**config.mk**
```make
export PLATFORM = sky130hd
export DESIGN_NAME = gray_counter_flat
export DESIGN_NICKNAME = d
export VERILOG_FILES = /design/src/rtl/gray_pkg.sv /design/src/rtl/gray_counter_if.sv /design/src/rtl/gray_counter_bin2gray.sv /design/src/rtl/gray_counter.sv /design/src/flat_wrapper.sv
export SDC_FILE = /design/constraint.sdc
export NUM_CORES = 1
export LEC_CHECK = 0
export ABC_AREA = 0
export BUFFER_PORTS_ARGS = -buffer_cell sky130_fd_sc_hd__buf_2
export CORE_AREA = 2 2 50 52
export DETAILED_ROUTE_END_ITERATION = 8
export DIE_AREA = 0 0 52 54
export GPL_ROUTABILITY_DRIVEN = 0
export PLACE_DENSITY = 0.8
export SYNTH_ARGS = -nofsm -noshare
export SYNTH_HDL_FRONTEND = slang
export SYNTH_SLANG_ARGS = --single-unit
```
**constraint.sdc**
```tcl
create_clock -name clk -period 5 [get_ports clk]
set_clock_uncertainty 0.15 [all_clocks]
set_input_delay 0.5 -clock clk [delete_from_list [all_inputs] [get_ports clk]]
set_output_delay 0.5 -clock clk [all_outputs]
set_load 0.02 [all_outputs]
```
**src/rtl/gray_pkg.sv**
```systemverilog
// Shared constants for the Gray-code counter slice: direction encoding and default width.
package gray_pkg;

  localparam int   DEFAULT_WIDTH = 8;
  localparam logic DIR_UP        = 1'b0;
  localparam logic DIR_DOWN      = 1'b1;

endpackage : gray_pkg

```
**src/rtl/gray_counter_if.sv**
```systemverilog
// Control and status bundle between a counter user (master) and the Gray counter (slave).
interface gray_counter_if
  import gray_pkg::*;
#(
  parameter int bit_width = DEFAULT_WIDTH
) ();

  logic                 en;
  logic                 dir;
  logic                 load;
  logic [bit_width-1:0] load_bin;
  logic [bit_width-1:0] bin_out;
  logic [bit_width-1:0] gray_out;
  logic                 wrap;
  logic                 at_max;
  logic                 at_min;

  modport master (
    output en, dir, load, load_bin,
    input  bin_out, gray_out, wrap, at_max, at_min
  );

  modport slave (
    input  en, dir, load, load_bin,
    output bin_out, gray_out, wrap, at_max, at_min
  );

endinterface : gray_counter_if

```
**src/rtl/gray_counter_bin2gray.sv**
```systemverilog
// Combinational binary-to-reflected-Gray encoder.
module bin2gray #(
  parameter int width = 8
) (
  input  logic [width-1:0] bin,
  output logic [width-1:0] gray
);

  assign gray = bin ^ (bin >> 1);

endmodule : bin2gray

```
**src/rtl/gray_counter.sv**
```systemverilog
// Up/down binary counter with a separately registered Gray-code copy, load, and wrap/saturate limits.
module gray_counter
  import gray_pkg::*;
#(
  parameter int bit_width = DEFAULT_WIDTH,
  parameter bit sat_mode  = 1'b0
) (
  input  logic           clk,
  input  logic           rst_n,
  gray_counter_if.slave  bus
);

  logic [bit_width-1:0] bin_q, bin_nxt;
  logic [bit_width-1:0] gray_q, gray_nxt;
  logic                 wrap_q, wrap_nxt;
  logic                 at_max, at_min;

  // Limit flags decode the register only, so no input reaches them combinationally.
  assign at_max = (bin_q == {bit_width{1'b1}});
  assign at_min = (bin_q == '0);

  // NOTE: every always_comb output gets a default first so no path can infer a latch.
  always_comb begin
    bin_nxt  = bin_q;
    wrap_nxt = 1'b0;
    if (bus.load) begin
      bin_nxt = bus.load_bin;
    end else if (bus.en) begin
      if (bus.dir == DIR_UP) begin
        if (!at_max) begin
          bin_nxt = bin_q + 1'b1;
        end else if (!sat_mode) begin
          bin_nxt  = '0;
          wrap_nxt = 1'b1;
        end
      end else begin
        if (!at_min) begin
          bin_nxt = bin_q - 1'b1;
        end else if (!sat_mode) begin
          bin_nxt  = {bit_width{1'b1}};
          wrap_nxt = 1'b1;
        end
      end
    end
  end

  // Gray register is loaded from the encoded next value, keeping both copies in step.
  bin2gray #(.width(bit_width)) u_bin2gray (
    .bin  (bin_nxt),
    .gray (gray_nxt)
  );

  // NOTE: state registers use non-blocking assignments so all of them update from pre-edge values.
  always_ff @(posedge clk) begin
    if (!rst_n) begin
      bin_q  <= '0;
      gray_q <= '0;
      wrap_q <= 1'b0;
    end else begin
      bin_q  <= bin_nxt;
      gray_q <= gray_nxt;
      wrap_q <= wrap_nxt;
    end
  end

  assign bus.bin_out  = bin_q;
  assign bus.gray_out = gray_q;
  assign bus.wrap     = wrap_q;
  assign bus.at_max   = at_max;
  assign bus.at_min   = at_min;

endmodule : gray_counter

```
**src/flat_wrapper.sv**
```systemverilog
// flat-port wrapper written by rule: the top's interface ports become plain ports
module gray_counter_flat import gray_pkg::*;
#(
  parameter int bit_width = DEFAULT_WIDTH,
  parameter bit sat_mode  = 1'b0
)
  (clk, rst_n, bus_en, bus_dir, bus_load, bus_load_bin, bus_bin_out, bus_gray_out, bus_wrap, bus_at_max, bus_at_min);
  gray_counter_if #(.bit_width(bit_width)) bus_i ();
  input  logic clk;
  input  logic rst_n;
  input wire logic [$bits(bus_i.en)-1:0] bus_en;
  input wire logic [$bits(bus_i.dir)-1:0] bus_dir;
  input wire logic [$bits(bus_i.load)-1:0] bus_load;
  input wire logic [$bits(bus_i.load_bin)-1:0] bus_load_bin;
  output wire logic [$bits(bus_i.bin_out)-1:0] bus_bin_out;
  output wire logic [$bits(bus_i.gray_out)-1:0] bus_gray_out;
  output wire logic [$bits(bus_i.wrap)-1:0] bus_wrap;
  output wire logic [$bits(bus_i.at_max)-1:0] bus_at_max;
  output wire logic [$bits(bus_i.at_min)-1:0] bus_at_min;
  assign bus_i.en = bus_en;
  assign bus_i.dir = bus_dir;
  assign bus_i.load = bus_load;
  assign bus_i.load_bin = bus_load_bin;
  assign bus_bin_out = bus_i.bin_out;
  assign bus_gray_out = bus_i.gray_out;
  assign bus_wrap = bus_i.wrap;
  assign bus_at_max = bus_i.at_max;
  assign bus_at_min = bus_i.at_min;
  gray_counter #(.bit_width(bit_width), .sat_mode(sat_mode)) u_core (.clk(clk), .rst_n(rst_n), .bus(bus_i));
endmodule
```
* Yosys cells after proc, flatten, opt, wreduce, memory -nomap -nowiden
Index checks and enable logic that the tools add are counted.
** Word-level totals
- RAM bits :: 0
- Output and inout bits :: 19
- Bits of input ports :: 13
- Register bits :: 17
- Word-level logic and storage cells :: 19
- Latch bits :: 0
- ROM bits :: 0
- Memories kept :: 0
** Cells by class
- Equality and inequality tests :: 1
- Add/subtract/negate cells :: 2
- Bitwise gates (word level) :: 3
- Divide/modulo/power cells :: 0
- Reductions and logical operators :: 2
- Shifts and indexed selects :: 0
- Order comparisons :: 0
- Multiply operators :: 0
- Mux-type cells :: 8
** Operators by type and width (number)
- 8-bit 2-to-1 mux :: 5
- 8-bit by 1-bit adder with 8-bit output (second input constant) :: 1
- 8-bit equality test (second input constant) :: 1
- 8-bit zero test :: 1
- 8-bit by 1-bit subtractor with 8-bit output (second input constant) :: 1
- 8-bit by 7-bit bitwise XOR with 8-bit output :: 1
- 1-bit 2-to-1 mux :: 3
- 3-bit OR reduction :: 1
- 1-bit inverter :: 2

* Logic depth before layout (Yosys ltp)
- Word-level depth :: 6
- Gate-level depth with buffers :: 9
- Depth with buffers taken out :: 8

* By module
Synthesis repeated with hierarchy kept, for this count alone.
** Second synthesis, totals
- Cell total of the unflattened synthesis :: 147
- Area total of the unflattened synthesis :: 1168.6 um2
** By module, submodules not included
- gray_counter :: cells an instance 139, instances 1, seq. area each 340.3 um2, area an instance 1099.8 um2
- bin2gray :: cells an instance 8, instances 1, seq. area each 0.0 um2, area an instance 68.8 um2

* Worst setup path after synthesis
Ideal clock, no wire load.
- Kind :: register to register
- Start :: register u_core.bin_q[1], in the netlist u_core.bus.bin_out[1]
- End :: register u_core.gray_q[0], in the netlist u_core.bus.gray_out[0]
- Library setup time :: 0.128 ns
- Buffers on the path :: 0
- Cell stages (with the launch flop) :: 8
- Required time :: 4.722 ns
- Setup slack :: 2.673 ns
- Period minus slack after synthesis :: 2.327 ns
- Arrival time :: 2.049 ns
- Cell sequence :: dfxtp_1 > ha_1 > nand3_1 > nor3_1 > a2bb2oi_1 > o21ai_0 > xor2_1 > nor2_1
** On the way
- Word-level cells in the longest chain between the ends :: 6
- Elaborated cells between the ends (all ways) :: 10
- Classes of those cells :: 2 x add/sub; 1 x eq/ne; 5 x mux; 1 x bitwise; 1 x reduce/logical
** Ends and longest elaborated chain
- start: declaration :: line gray_counter.sv:13 : logic [bit_width-1:0] bin_q, bin_nxt;
- start signal: assignment :: line gray_counter.sv:60 : bin_q <= bin_nxt;
- 8-bit equality test :: line gray_counter.sv:19 : assign at_max = (bin_q == {bit_width{1'b1}});
- via bus_at_max :: line flat_wrapper.sv:18 : output wire logic [$bits(bus_i.at_max)-1:0] bus_at_max;
- 8-bit 2-to-1 mux :: line gray_counter.sv:30 : if (!at_max) begin
- 8-bit 2-to-1 mux :: line gray_counter.sv:29 : if (bus.dir == DIR_UP) begin
- 8-bit 2-to-1 mux :: line gray_counter.sv:28 : end else if (bus.en) begin
- 8-bit 2-to-1 mux :: line gray_counter.sv:26 : if (bus.load) begin
- 8-bit by 7-bit bitwise XOR with 8-bit output :: line gray_counter_bin2gray.sv:9 : assign gray = bin ^ (bin >> 1);
- end signal: assignment :: line gray_counter.sv:61 : gray_q <= gray_nxt;
- end: declaration :: line gray_counter.sv:14 : logic [bit_width-1:0] gray_q, gray_nxt;
The timed path passes the listed nets, and every way through them passes these cells.
A chain may end at the register's enable or synchronous reset.

* Worst setup path after layout
- Start :: register u_core.bin_q[0], in the netlist u_core.bus.bin_out[0]
- End :: output bus_at_max
** On the way
- Word-level cells in the longest chain between the ends :: 1
** Ends and longest elaborated chain (line)
- 8-bit equality test :: gray_counter.sv:19
- end: declaration :: flat_wrapper.sv:18
No other way between the ends.

==> flow_metrics.tcl <==
set metrics [dict create \
    status "completed" \
    wl_per_cell_um 14.56 \
    antenna_found_initial 0 \
    cts_root_buf "clkbuf_4" \
    whs_endpoint "u_core.bus.bin_out[0]" \
    cts_resized 0 \
    cp-end-kind "output pin" \
    final_antenna_net_count 0 \
    ys_ff_latch 16 \
    total_power_uw 339.4 \
    avgViaCountPerCell 5.969 \
    seq_area_frac_synth 0.2698 \
    clk_latency_ps 280 \
    r2r_start "u_core.bus.bin_out[0]" \
    fin_ws_ps 2370 \
    crit_path_start_kind "flop" \
    async_flop_share 0 \
    final_cell_area_um2 1321 \
    final_max_slew_viol_count 0 \
    tightest_slew_ps 766.5 \
    die_w_um 52 \
    area_delta_synth_final_pct 11.28 \
    rows 18 \
    grt_overflow 0 \
    power.leakage_nw 0.5607 \
    drv_cap 0 \
    die_h_um 54 \
    num-nets-final 184 \
    synth_top_area_frac 0.2698 \
    io_pins 32 \
    grt_pass1_vias 1042 \
    synthTopCellsByArea "dfxtp_1 (27%), nor2_1 (5.7%), xor2_1 (4.4%), a21oi_1 (3.4%), buf_4 (3.2%)" \
    max_freq_ghz 0.3802 \
    ir_drop_mv 0.2317 \
    post_dp_cell_area_um2 1299 \
    antenna_cells 0 \
    critical_path_arrival_ps 1980 \
    synth.most_common_cell "nor2_1" \
    rsz0062_at_grt "no" \
    r2r_slack_ps 2590 \
    cp_slowest_cell "dfxtp_1" \
    path_clk_slew_ps 80 \
    start_util 0.5119 \
    min_period_ps 2630 \
    syn_area_um2 1187 \
    syn-mean-instance-area_um2 8.077 \
    io_buffers 31 \
    hold_depth 2 \
    dr.pass1.iters 4 \
    synth_enable_flop_cells 0 \
    cp_top_family "flip-flops" \
    synth_ff_type "dfxtp_1" \
    drive_gt1_frac 0.2410 \
    path_cells "ha_1 -> nand3_1 -> nor3_1 -> buf_2" \
    vias 1170 \
    synth_cells 147 \
    yosys.cell_types.count 47 \
    hold_violations 0 \
    timing.rr.end "u_core.bus.gray_out[3]" \
    ys_warn_count 0 \
    grt_usage 0.2158 \
    critical_path_class "reg2out" \
    post-route-drc-count 0 \
    worst-path-buf-inv 1 \
    synth_fp_nets 163 \
    worstPathMaxFanout 12 \
    coreArea_um2 2320 \
    setup_tns_ps 0 \
    synth_common_cells "nor2_1 (18), dfxtp_1 (16), a21oi_1 (8), inv_1 (7)" \
    setup_viol 0 \
    drtIter0Drc 58 \
    powerDensity_nw_per_um2 256.8 \
    ctsHtreeMaxLevel 1 \
    worstRegToRegCells 8 \
    fillers 211 \
    cts_hold_buf 0 \
    finalWirelength_um 2853 \
    grt_start_max_net_pins 21 \
    postCtsSetupRepairBufs 0 \
    required_ps 4350 \
    hp-start "rst_n" \
    max_stage_delay_ps 570 \
    dp_hpwl_um 2077 \
    grt_first_pass_wirelength_um 4602 \
    cts-buffers-inserted 3 \
    dieArea_um2 2808 \
    post-place-ws_ps 2663 \
    cts.sinks 16 \
    period_share 0.5260 \
    cts_tree "built" \
    hold_path_class "in2reg" \
    yosys.area.top_type "dfxtp_1" \
    cts.path.max_buffers 2 \
    max_slew_margin 0.4825 \
]
layout make-up:
class                   count  area (µm²)  share of cell area
clock buffers               3       22.52             0.01705
inverters                   7       26.28             0.01989
multi-input cells         109       759.5              0.5748
flip-flops and latches     16       320.3              0.2424
well taps                  30       37.54             0.02841
repair buffers             31       155.1              0.1174
kinds of logic (layout without fill, tap and decap cells):
group / count (synthesis) / after routing / share of synthesized area
XOR/XNOR: 10 / 10 / 0.07376
AND/OR/NAND/NOR: 61 / 61 / 0.3066
adder cells (fa/ha/maj): 3 / 3 / 0.03162
multiplexers: 1 / 1 / 0.008430
flip-flops: 16 / 16 / 0.2698
AO/OA/AOI/OAI: 34 / 34 / 0.2192
buffers and inverters: 22 / 41 / 0.09063
report_power, final:
part / internal, mW / switching, mW / leakage, nW
Combinational: 0.0494 / 0.0686 / 0.414
Sequential: 0.140 / 0.0183 / 0.133
Clock: 0.0279 / 0.0352 / 0.0138
per-layer routing:
layer | up-vias | routed length (µm) | GRT usage
li1 | 566 | - | -
met4 | 0 | 75 | 0.1316
met1 | 541 | 1232 | 0.2826
met5 | - | 0 | 0
met2 | 53 | 1372 | 0.3460
met3 | 10 | 173 | 0.01667
cells in the final DEF (no fill, tap or decap), types with 2 or more instances in the layout:
cell	count
a22oi_1	2
and3_1	2
nor3b_1	4
a211o_1	2
and2_1	4
nand3_1	3
a31oi_1	2
a221o_1	2
nand4b_1	3
inv_1	7
o2111ai_1	3
nor2_1	18
buf_2	31
o21ai_0	4
o311ai_0	2
dfxtp_1	16
nand2b_1	4
ha_1	3
clkbuf_4	3
a21oi_1	8
nor4b_1	3
nand2_1	3
nor2b_1	2
xnor2_1	4
xor2_1	6
nor3_1	6
state kept, by name (all words and copies together) (netlist names):
signal	flops
u_core.bus.wrap	1
u_core.bus.gray_out	8
u_core.bus.bin_out	7
worst max-delay path by stage:
stage	startpoint	endpoint	slack, ps	depth (start not counted)
global placement	bus_dir	u_core.bus.gray_out[4]	2650	7
global route	u_core.bus.bin_out[0]	bus_at_max	2240	4
CTS	u_core.bus.bin_out[0]	bus_at_max	2420	4
detailed placement	bus_dir	u_core.bus.gray_out[4]	2660	7
finish	u_core.bus.bin_out[0]	bus_at_max	2370	4
floorplan	u_core.bus.bin_out[1]	u_core.bus.gray_out[0]	2670	7
per-stage QoR:
| stage | util | hold slack [ps] | instances |
|---|---|---|---|
| 2_1_floorplan | - | 471.7 | 147 |
| 3_3_place_gp | 0.5599 | 613.2 | 193 |
| 3_5_place_dp | 0.5599 | 616.8 | 193 |
| 4_1_cts | 0.5696 | 322.4 | 196 |
| 5_1_grt | 0.5696 | 334.0 | 196 |
| 6_report | 0.5696 | 327.8 | 196 |
No activity file was read; power rests on OpenSTA's default activity.
